**config.mk**
```make
export PLATFORM = sky130hd
export DESIGN_NAME = line_draw_engine_flat
export DESIGN_NICKNAME = d
export VERILOG_FILES = /design/src/rtl/line_draw_pkg.sv /design/src/rtl/line_draw_if.sv /design/src/rtl/bresenham_step.sv /design/src/rtl/line_draw_engine.sv /design/src/flat_wrapper.sv
export SDC_FILE = /design/constraint.sdc
export NUM_CORES = 1
export LEC_CHECK = 0
export ABC_AREA = 1
export BUFFER_PORTS_ARGS = -buffer_cell sky130_fd_sc_hd__buf_2
export CORE_MARGIN = 3
export CORE_UTILIZATION = 45
export CTS_CLUSTER_DIAMETER = 60
export DETAILED_ROUTE_END_ITERATION = 6
export GPL_ROUTABILITY_DRIVEN = 0
export PLACE_DENSITY = 0.64
export SLEW_MARGIN = 20
export SYNTH_ARGS = -nofsm -noshare
export SYNTH_HDL_FRONTEND = slang
export SYNTH_SLANG_ARGS = --single-unit
```
**constraint.sdc**
```tcl
create_clock -name Clock -period 5.9 [get_ports Clock]
set_input_delay 1.18 -clock Clock [delete_from_list [all_inputs] [get_ports Clock]]
set_output_delay 1.18 -clock Clock [all_outputs]
set_load 0.02 [all_outputs]
```
**src/rtl/line_draw_pkg.sv**
```systemverilog
// Shared widths, register offsets and FSM encoding for the Bresenham line engine.
package line_draw_pkg;

  localparam int unsigned XW   = 8;
  localparam int unsigned YW   = 7;
  localparam int unsigned CW   = 3;
  localparam int unsigned ERRW = ((XW > YW) ? XW : YW) + 2;

  localparam logic [2:0] RegX0     = 3'd0;
  localparam logic [2:0] RegY0     = 3'd1;
  localparam logic [2:0] RegX1     = 3'd2;
  localparam logic [2:0] RegY1     = 3'd3;
  localparam logic [2:0] RegColor  = 3'd4;
  localparam logic [2:0] RegGo     = 3'd5;
  localparam logic [2:0] RegStatus = 3'd6;

  typedef enum logic [1:0] {StIdle, StSetup, StPlot, StDone} state_e;

endpackage

```
**src/rtl/line_draw_if.sv**
```systemverilog
// Processor register bus plus pixel-stream handshake toward the framebuffer.
interface line_draw_if;
  import line_draw_pkg::*;

  logic [2:0]    ADDR;
  logic [15:0]   DOUT;
  logic          W;
  logic [15:0]   RDATA;
  logic [XW-1:0] plot_x;
  logic [YW-1:0] plot_y;
  logic [CW-1:0] plot_color;
  logic          plot_valid;
  logic          plot_ready;
  logic          done;

  modport slave (
    input  ADDR, DOUT, W, plot_ready,
    output RDATA, plot_x, plot_y, plot_color, plot_valid, done
  );

  modport master (
    output ADDR, DOUT, W, plot_ready,
    input  RDATA, plot_x, plot_y, plot_color, plot_valid, done
  );

endinterface

```
**src/rtl/bresenham_step.sv**
```systemverilog
// One combinational Bresenham iteration; both axis updates are based on the incoming err.
module bresenham_step
  import line_draw_pkg::*;
(
  input  logic [XW-1:0]          x_i,
  input  logic [YW-1:0]          y_i,
  input  logic signed [ERRW-1:0] err_i,
  input  logic signed [ERRW-1:0] dx_i,
  input  logic signed [ERRW-1:0] dy_i,
  input  logic                   sx_i,
  input  logic                   sy_i,
  output logic [XW-1:0]          x_o,
  output logic [YW-1:0]          y_o,
  output logic signed [ERRW-1:0] err_o
);

  localparam logic [XW-1:0] XOne = XW'(1);
  localparam logic [YW-1:0] YOne = YW'(1);

  // One extra bit so 2*err cannot overflow.
  logic signed [ERRW:0] e2, dx_ext, dy_ext;
  logic                 step_x, step_y;

  always_comb begin
    e2     = {err_i, 1'b0};
    dx_ext = {dx_i[ERRW-1], dx_i};
    dy_ext = {dy_i[ERRW-1], dy_i};
    step_x = (e2 >= dy_ext);
    step_y = (e2 <= dx_ext);
    x_o    = x_i;
    y_o    = y_i;
    err_o  = err_i;
    if (step_x) begin
      err_o = err_o + dy_i;
      x_o   = sx_i ? (x_i - XOne) : (x_i + XOne);
    end
    if (step_y) begin
      err_o = err_o + dx_i;
      y_o   = sy_i ? (y_i - YOne) : (y_i + YOne);
    end
  end

endmodule

```
**src/rtl/line_draw_engine.sv**
```systemverilog
// Memory-mapped Bresenham line accelerator: register file, control FSM and pixel stream.
module line_draw_engine
  import line_draw_pkg::*;
(
  input logic        Clock,
  input logic        Resetn,
  line_draw_if.slave bus
);

  state_e state_q, state_d;
  logic   busy, wr_en, go, at_end, unused_dout;

  logic [XW-1:0] x0_q, x0_d, x1_q, x1_d, x_q, x_d, step_x, adx;
  logic [YW-1:0] y0_q, y0_d, y1_q, y1_d, y_q, y_d, step_y, ady;
  logic [CW-1:0] color_q, color_d;
  logic signed [ERRW-1:0] err_q, err_d, dx_q, dx_d, dy_q, dy_d, step_err;
  logic          sx_q, sx_d, sy_q, sy_d, sticky_q, sticky_d;
  logic [15:0]   rdata_q, rdata_d;

  assign wr_en       = bus.W && (state_q == StIdle);
  assign go          = wr_en && (bus.ADDR == RegGo);
  assign at_end      = (x_q == x1_q) && (y_q == y1_q);
  assign adx         = (x1_q >= x0_q) ? (x1_q - x0_q) : (x0_q - x1_q);
  assign ady         = (y1_q >= y0_q) ? (y1_q - y0_q) : (y0_q - y1_q);
  assign unused_dout = ^bus.DOUT[15:8];

  always_ff @(posedge Clock or negedge Resetn) begin
    if (!Resetn) state_q <= StIdle;
    else         state_q <= state_d;
  end

  always_comb begin
    state_d = state_q;
    unique case (state_q)
      StIdle:  if (go) state_d = StSetup;
      StSetup: state_d = StPlot;
      StPlot:  if (bus.plot_ready && at_end) state_d = StDone;
      StDone:  state_d = StIdle;
      default: state_d = StIdle;
    endcase
  end

  always_comb begin
    busy           = (state_q != StIdle);
    bus.plot_valid = (state_q == StPlot);
    bus.done       = (state_q == StDone);
  end

  always_comb begin
    x0_d     = x0_q;
    y0_d     = y0_q;
    x1_d     = x1_q;
    y1_d     = y1_q;
    color_d  = color_q;
    sticky_d = sticky_q;
    if (wr_en) begin
      case (bus.ADDR)
        RegX0:    x0_d     = bus.DOUT[XW-1:0];
        RegY0:    y0_d     = bus.DOUT[YW-1:0];
        RegX1:    x1_d     = bus.DOUT[XW-1:0];
        RegY1:    y1_d     = bus.DOUT[YW-1:0];
        RegColor: color_d  = bus.DOUT[CW-1:0];
        RegGo:    sticky_d = 1'b0;
        default:  ;
      endcase
    end
    if (state_q == StDone) sticky_d = 1'b1;
  end

  bresenham_step u_step (
    .x_i   (x_q),
    .y_i   (y_q),
    .err_i (err_q),
    .dx_i  (dx_q),
    .dy_i  (dy_q),
    .sx_i  (sx_q),
    .sy_i  (sy_q),
    .x_o   (step_x),
    .y_o   (step_y),
    .err_o (step_err)
  );

  always_comb begin
    x_d   = x_q;
    y_d   = y_q;
    err_d = err_q;
    dx_d  = dx_q;
    dy_d  = dy_q;
    sx_d  = sx_q;
    sy_d  = sy_q;
    if (state_q == StSetup) begin
      x_d   = x0_q;
      y_d   = y0_q;
      dx_d  = ERRW'(adx);
      dy_d  = -$signed(ERRW'(ady));
      err_d = ERRW'(adx) - ERRW'(ady);
      sx_d  = (x1_q < x0_q);
      sy_d  = (y1_q < y0_q);
    end else if ((state_q == StPlot) && bus.plot_ready && !at_end) begin
      x_d   = step_x;
      y_d   = step_y;
      err_d = step_err;
    end
  end

  always_comb begin
    case (bus.ADDR)
      RegX0:     rdata_d = 16'(x0_q);
      RegY0:     rdata_d = 16'(y0_q);
      RegX1:     rdata_d = 16'(x1_q);
      RegY1:     rdata_d = 16'(y1_q);
      RegColor:  rdata_d = 16'(color_q);
      RegStatus: rdata_d = {14'd0, sticky_q, busy};
      default:   rdata_d = 16'd0;
    endcase
  end

  always_ff @(posedge Clock or negedge Resetn) begin
    if (!Resetn) begin
      x0_q     <= '0;
      y0_q     <= '0;
      x1_q     <= '0;
      y1_q     <= '0;
      color_q  <= '0;
      sticky_q <= 1'b0;
      x_q      <= '0;
      y_q      <= '0;
      err_q    <= '0;
      dx_q     <= '0;
      dy_q     <= '0;
      sx_q     <= 1'b0;
      sy_q     <= 1'b0;
      rdata_q  <= '0;
    end else begin
      x0_q     <= x0_d;
      y0_q     <= y0_d;
      x1_q     <= x1_d;
      y1_q     <= y1_d;
      color_q  <= color_d;
      sticky_q <= sticky_d;
      x_q      <= x_d;
      y_q      <= y_d;
      err_q    <= err_d;
      dx_q     <= dx_d;
      dy_q     <= dy_d;
      sx_q     <= sx_d;
      sy_q     <= sy_d;
      rdata_q  <= rdata_d;
    end
  end

  assign bus.RDATA      = rdata_q;
  assign bus.plot_x     = x_q;
  assign bus.plot_y     = y_q;
  assign bus.plot_color = color_q;

endmodule

```
**src/flat_wrapper.sv**
```systemverilog
// flat-port wrapper written by rule: the top's interface ports become plain ports
module line_draw_engine_flat import line_draw_pkg::*;
  (Clock, Resetn, bus_ADDR, bus_DOUT, bus_W, bus_plot_ready, bus_RDATA, bus_plot_x, bus_plot_y, bus_plot_color, bus_plot_valid, bus_done);
  line_draw_if bus_i ();
  input logic Clock;
  input logic Resetn;
  input wire logic [$bits(bus_i.ADDR)-1:0] bus_ADDR;
  input wire logic [$bits(bus_i.DOUT)-1:0] bus_DOUT;
  input wire logic [$bits(bus_i.W)-1:0] bus_W;
  input wire logic [$bits(bus_i.plot_ready)-1:0] bus_plot_ready;
  output wire logic [$bits(bus_i.RDATA)-1:0] bus_RDATA;
  output wire logic [$bits(bus_i.plot_x)-1:0] bus_plot_x;
  output wire logic [$bits(bus_i.plot_y)-1:0] bus_plot_y;
  output wire logic [$bits(bus_i.plot_color)-1:0] bus_plot_color;
  output wire logic [$bits(bus_i.plot_valid)-1:0] bus_plot_valid;
  output wire logic [$bits(bus_i.done)-1:0] bus_done;
  assign bus_i.ADDR = bus_ADDR;
  assign bus_i.DOUT = bus_DOUT;
  assign bus_i.W = bus_W;
  assign bus_i.plot_ready = bus_plot_ready;
  assign bus_RDATA = bus_i.RDATA;
  assign bus_plot_x = bus_i.plot_x;
  assign bus_plot_y = bus_i.plot_y;
  assign bus_plot_color = bus_i.plot_color;
  assign bus_plot_valid = bus_i.plot_valid;
  assign bus_done = bus_i.done;
  line_draw_engine u_core (.Clock(Clock), .Resetn(Resetn), .bus(bus_i));
endmodule
```
==> qor.csv, run 1 <==
metric;value;unit
status;finished with violations;
violated checks;DRC;
post-synthesis adder-cell area fraction;16.01;%
Max clock buf depth;2;
vias per inst;5.029;
crit path max fanout;8;
first-pass GRT wire length;33.22;mm
GR Overflow Total;0;
Hold Buf Count CTS;0;
layout cells sized above 1;9.099;%
Clock Skew;0.009532;ns
RSZ-0062 raised after global routing;false;
TNS Setup;0;ns
count leader, synth;nand2_1;
commonest cells in the synthesized netlist;nand2_1, inv_1, dfrtp_1, ha_1;
Slowest-stage cell, CP;dfrtp_1;
Setup crit start;u_core.x1_q[0];
Slew headroom;48.71;%
EDFF count, synth;0;
chip width;137.4;µm
XOR/XNOR Fraction of Synth Area;5.848;%
die height;137.4;µm
antenna diode count;0;
placed cells;1314;
post_cts resized;0;
DR vias;6689;
I/O pin count;59;
final period utilization;64.91;%
core area;0.01676;mm²
fin crit period;3.830;ns
TritonRoute pass-1 iters;7;
crit-path max cell delay;0.47;ns
Filler cells;1731;
Arr. time, crit path;4.06;ns
worst endpoint required time;6.13;ns
Mapped Cells;1067;
Iter 0 DRT Violations;341;
syn_area_per_cell;7.279;µm²
largest family of logic cells by synthesized area;simple AND/OR/NAND/NOR gates;
Mapped Area;0.007766;mm²
top cells by area, synth;dfrtp_1, nand2_1, ha_1, inv_1, a21oi_1;
area occupied by multi-input gates;0.004796;mm²
pin count of the biggest net entering global routing;62;
YS warnings;0;
hold wc startpoint;u_core.y0_q[6];
Startpoint Class;register;
setup violators final;0;
DRC Markers;1;
final count of hold timing violations;0;
worst slack, placed;2.080;ns
#FFs+latches synth;89;
routed len/inst;14.91;µm
Yosys top cell area share;28.68;%
# port buffers;42;
hpwl dp;15.58;mm
Crit Path Category;register to register;
ys flop type;dfrtp_1;
Cell Chain, Critical Path;inv_1, ha_1, inv_1, fa_1, inv_1, o21ai_1, nand2_1, nand3_2, inv_2, or2_0, o21ai_2, fa_1, o21ai_0, nand2_1, nand2_1, nand2_1, nand2_1, nand2_1, nand2_1, nor2_1, a21oi_1, a21oi_1;
met2 WL;9.106;mm
R2R setup slack;2.07;ns
Hold Crit Class;register to register;
Starting Density;46.34;%
reg2reg start;u_core.x1_q[0];
total CTS buffers;9;
Routed Antenna Nets;0;
achievable frequency;261.1;MHz
# clock sinks;89;
FF/Latch Area;0.002227;mm²
post-synthesis simple-gate area fraction;23.94;%
final setup margin;2.070;ns
vias in the first global route;6485;
clk root buf;clkbuf_16;
Seq/Total Area, Yosys;28.68;%
Core Rows;47;
Total GRT Usage;22.32;%
setup bufs post-CTS;0;
top sig layer;met4;
Final Max Tran Viols;0;
Final Non-Filler Cells;1330;
Top cell by count, worst path;nand2_1;
Post-synth ARST share;100.0;%
wire length on met3;682;µm
initial antenna violation count;0;
NumNets Final;1222;
CTS H-tree lvls;3;
area of the die;0.01887;mm²
Cell variety after synth;51;
mux contribution to synthesized area;0.1289;%
Worst Setup End Kind;register;
Met1 Wirelength;9.522;mm
max-cap violations;0;
CTS tree;yes;
Synth area leader;dfrtp_1;
Skew-Pair Late Insertion Delay;0.36;ns
Least-Margin Pin Slew;0.7694;ns
total wire length;19.83;mm
post-synthesis compound-gate area fraction;15.40;%
P&R area growth vs syn;8.813;%
clk slew on worst S/H paths;0.07;ns
[flip-flops by register name (all words and copies together) (netlist names), 2 cells and up]
signal and flops:
u_core.y1_q 7, u_core.bus.plot_y 7, u_core.err_q 10, u_core.dx_q 8, u_core.x0_q 8, u_core.bus.RDATA 8, u_core.y0_q 7, u_core.dy_q 10
u_core.x1_q 8, u_core.bus.plot_color 3, u_core.bus.plot_x 8, u_core.state_q 2
[final timing paths]
path / cells after the start / to
worst max-delay path: 22 / u_core.err_q[9]
worst min-delay path: 2 / u_core.y0_q[6]
worst max register to register: 22 / u_core.err_q[9]
worst min register to register: 2 / u_core.y0_q[6]
max in group asynchronous: 2 / u_core.dy_q[5]
min in group asynchronous: 1 / u_core.dy_q[9]
[worst max-delay path, delay by kind of cell, from the launching register on]
| kind | cells | cell delay [ns] |
|---|---|---|
| AO/OA/AOI/OAI | 5 | 0.84 |
| AND/OR/NAND/NOR | 10 | 0.92 |
| adder cells (fa/ha/maj) | 3 | 1.05 |
| flip-flops | 1 | 0.47 |
| buffers and inverters | 4 | 0.42 |
[cell type report]
| cell class | count | area share, % |
|---|---|---|
| well taps | 220 | 3.257 |
| multi-input cells | 796 | 56.75 |
| flip-flops and latches | 89 | 26.35 |
| clock buffers | 10 | 2.828 |
| inverters | 164 | 7.314 |
| repair buffers | 45 | 2.784 |
| clock inverters | 6 | 0.7107 |
[through the flow]
step                      hold slack (ns)  util, %  instance area [µm²]
after floorplan                    0.4530        -                 7792
after global placement             0.4726    48.64                 8152
after detailed placement           0.5072    48.64                 8152
after CTS                          0.5240    50.42                 8451
after global routing               0.5513    50.42                 8451
final                              0.5171    50.42                 8451
[kinds of logic (layout without fill, tap and decap cells)]
| group | after synthesis | count (layout) |
|---|---|---|
| adder cells (fa/ha/maj) | 94 | 94 |
| multiplexers | 1 | 1 |
| AO/OA/AOI/OAI | 205 | 205 |
| buffers and inverters | 189 | 225 |
| XOR/XNOR | 51 | 51 |
| AND/OR/NAND/NOR | 437 | 437 |
| flip-flops | 89 | 89 |
| other | 1 | 8 |
[layout by cell type (no fill, tap or decap), drive strengths merged, types with 3 or more instances in the layout]
| cell type | netlist | layout |
|---|---|---|
| xnor2 | 22 | 22 |
| conb | 1 | 8 |
| o2111ai | 3 | 3 |
| o21bai | 6 | 6 |
| or2 | 3 | 3 |
| nand2 | 297 | 297 |
| o21ai | 86 | 86 |
| xor2 | 29 | 29 |
| nand4 | 14 | 14 |
| buf | 13 | 45 |
| o221ai | 7 | 7 |
| nor3 | 12 | 12 |
| inv | 164 | 167 |
| clkbuf | 12 | 10 |
| ha | 85 | 85 |
| o211ai | 13 | 13 |
| nor2 | 62 | 62 |
| nand3 | 47 | 47 |
| a22oi | 12 | 12 |
| a21oi | 68 | 68 |
| fa | 9 | 9 |
| dfrtp | 89 | 89 |
[per-layer routing]
| layer | vias up | GRT usage [%] |
|---|---|---|
| met2 | 141 | 36.87 |
| met3 | 34 | 3.178 |
| li1 | 3536 | - |
| met5 | - | 0 |
| met1 | 2978 | 30.02 |
| met4 | 0 | 7.705 |
Power of run 1 is left out: the tool's default activity adds up to more than one toggle a clock period on the data nets, which glitch-free logic cannot reach.
==> inputs of run 2 (changes only) <==
PLACE_DENSITY = 0.66   (was 0.64)
clock period = 3.1 ns   (was 5.9 ns; I/O delays follow)
==> qor.csv, run 2 (same netlist as run 1, synthesis figures left out) <==
metric;value;unit
status;finished with violations;
violated checks;setup timing;
P&R area growth vs syn;34.48;%
total wire length;22.93;mm
pin count of the biggest net entering global routing;51;
Top cell by count, worst path;nand2_1;
routed len/inst;15.30;µm
fin crit period;3.159;ns
Total GRT Usage;24.05;%
Final Non-Filler Cells;1499;
reg2reg start;u_core.err_q[5];
area occupied by multi-input gates;0.005449;mm²
layout cells sized above 1;29.32;%
Least-Margin Pin Slew;0.7241;ns
Slew headroom;51.73;%
Arr. time, crit path;3.45;ns
largest registers;u_core.dy_q x10, u_core.err_q x10;
Clock Skew;0.006348;ns
RSZ-0062 raised after global routing;true;
chip width;137.4;µm
CTS tree;yes;
Max clock buf depth;2;
clk root buf;clkbuf_16;
R2R setup slack;-0.06;ns
placed cells;1449;
NumNets Final;1391;
max-cap violations;0;
initial antenna violation count;0;
Routed Antenna Nets;0;
DR vias;7585;
# clock sinks;89;
area of the die;0.01887;mm²
Filler cells;1458;
commonest non-fill, non-tap cells in the layout;nand2_1, buf_4, inv_1;
final count of hold timing violations;0;
Startpoint Class;register;
fin area;0.01044;mm²
worst reg2reg path endpoint;u_core.err_q[9];
Hold Crit Class;input pin to async pin;
Slowest-stage cell, CP;dfrtp_1;
core area;0.01676;mm²
Starting Density;46.34;%
setup violators final;3;
vias per inst;5.060;
# port buffers;42;
achievable frequency;316.5;MHz
total CTS buffers;9;
first-pass GRT wire length;35.61;mm
R2R depth;25;
vias in the first global route;7279;
crit path max fanout;7;
Skew-Pair Late Insertion Delay;0.36;ns
Final Max Tran Viols;0;
Hold Buf Count CTS;0;
final period utilization;101.9;%
clk slew on worst S/H paths;0.07;ns
GR Overflow Total;0;
die height;137.4;µm
hpwl dp;17.06;mm
most common cell after layout, fill and taps aside;nand2_1;
FF/Latch Area;0.002227;mm²
CTS H-tree lvls;3;
antenna diode count;0;
I/O pin count;59;
TritonRoute pass-1 iters;5;
Worst Setup End Kind;register;
final setup margin;-0.05924;ns
Placed Area;0.009190;mm²
DRC Markers;0;
Core Rows;47;
Crit Path Category;register to register;
Iter 0 DRT Violations;397;
crit-path max cell delay;0.43;ns
worst endpoint required time;3.39;ns
==> run 2: per-layer routing <==
metal | share of wire, % | track usage (%)
met3 | 3.1 | 3.944
met4 | 3.0 | 8.038
met2 | 50 | 41.34
met5 | 0 | 0
met1 | 44 | 30.76
==> run 2: timing repair <==
item | CTS | global route
pin swaps | 16 | 70
gates resized for setup | 33 | 118
setup buffers | 17 | 17
endpoints found under the setup margin | 6 | 9
cloned | 0 | 1
endpoints found under the hold margin | 0 | 0
==> run 2: cell type report <==
class	instances	area share (%)
sequential	89	21.32
timing repair buffer	214	15.12
clock inverter	6	0.5152
tap	220	2.636
clock buffer	10	2.192
inverter	164	6.038
multi-input combinational	796	52.17
==> run 2: worst max path at each step <==
stage / end / slack, ns / from
after global placement: u_core.err_q[6] / -0.1 / u_core.dy_q[2]
final: u_core.err_q[9] / -0.06 / u_core.err_q[5]
after detailed placement: u_core.err_q[8] / -0.21 / u_core.x1_q[0]
after floorplan: u_core.err_q[8] / 0.02 / u_core.x1_q[0]
after global routing: u_core.err_q[7] / -0.23 / u_core.x1_q[4]
after CTS: u_core.err_q[6] / 0.0003 / u_core.dy_q[2]
==> run 2: critical path: cells and delay by family (launching register included) <==
| family | cells | cell delay [ns] |
|---|---|---|
| AND/OR/NAND/NOR | 18 | 1.59 |
| adder cells (fa/ha/maj) | 2 | 0.57 |
| flip-flops | 1 | 0.43 |
| buffers and inverters | 3 | 0.25 |
| AO/OA/AOI/OAI | 2 | 0.23 |
==> run 2: through the flow <==
stage | hold slack (ns) | setup WS, ns | setup TNS, ns | util [%]
4_1_cts | 0.3240 | 0.0003326 | 0 | 58.28
3_3_place_gp | 0.4746 | -0.09879 | -0.4562 | 54.83
6_report | 0.3054 | -0.05924 | -0.1144 | 62.31
2_1_floorplan | 0.3244 | 0.01756 | 0 | -
3_5_place_dp | 0.4828 | -0.2141 | -0.9456 | 54.83
5_1_grt | 0.3528 | -0.2284 | -1.334 | 62.31
Power of run 2 is left out for the same reason.
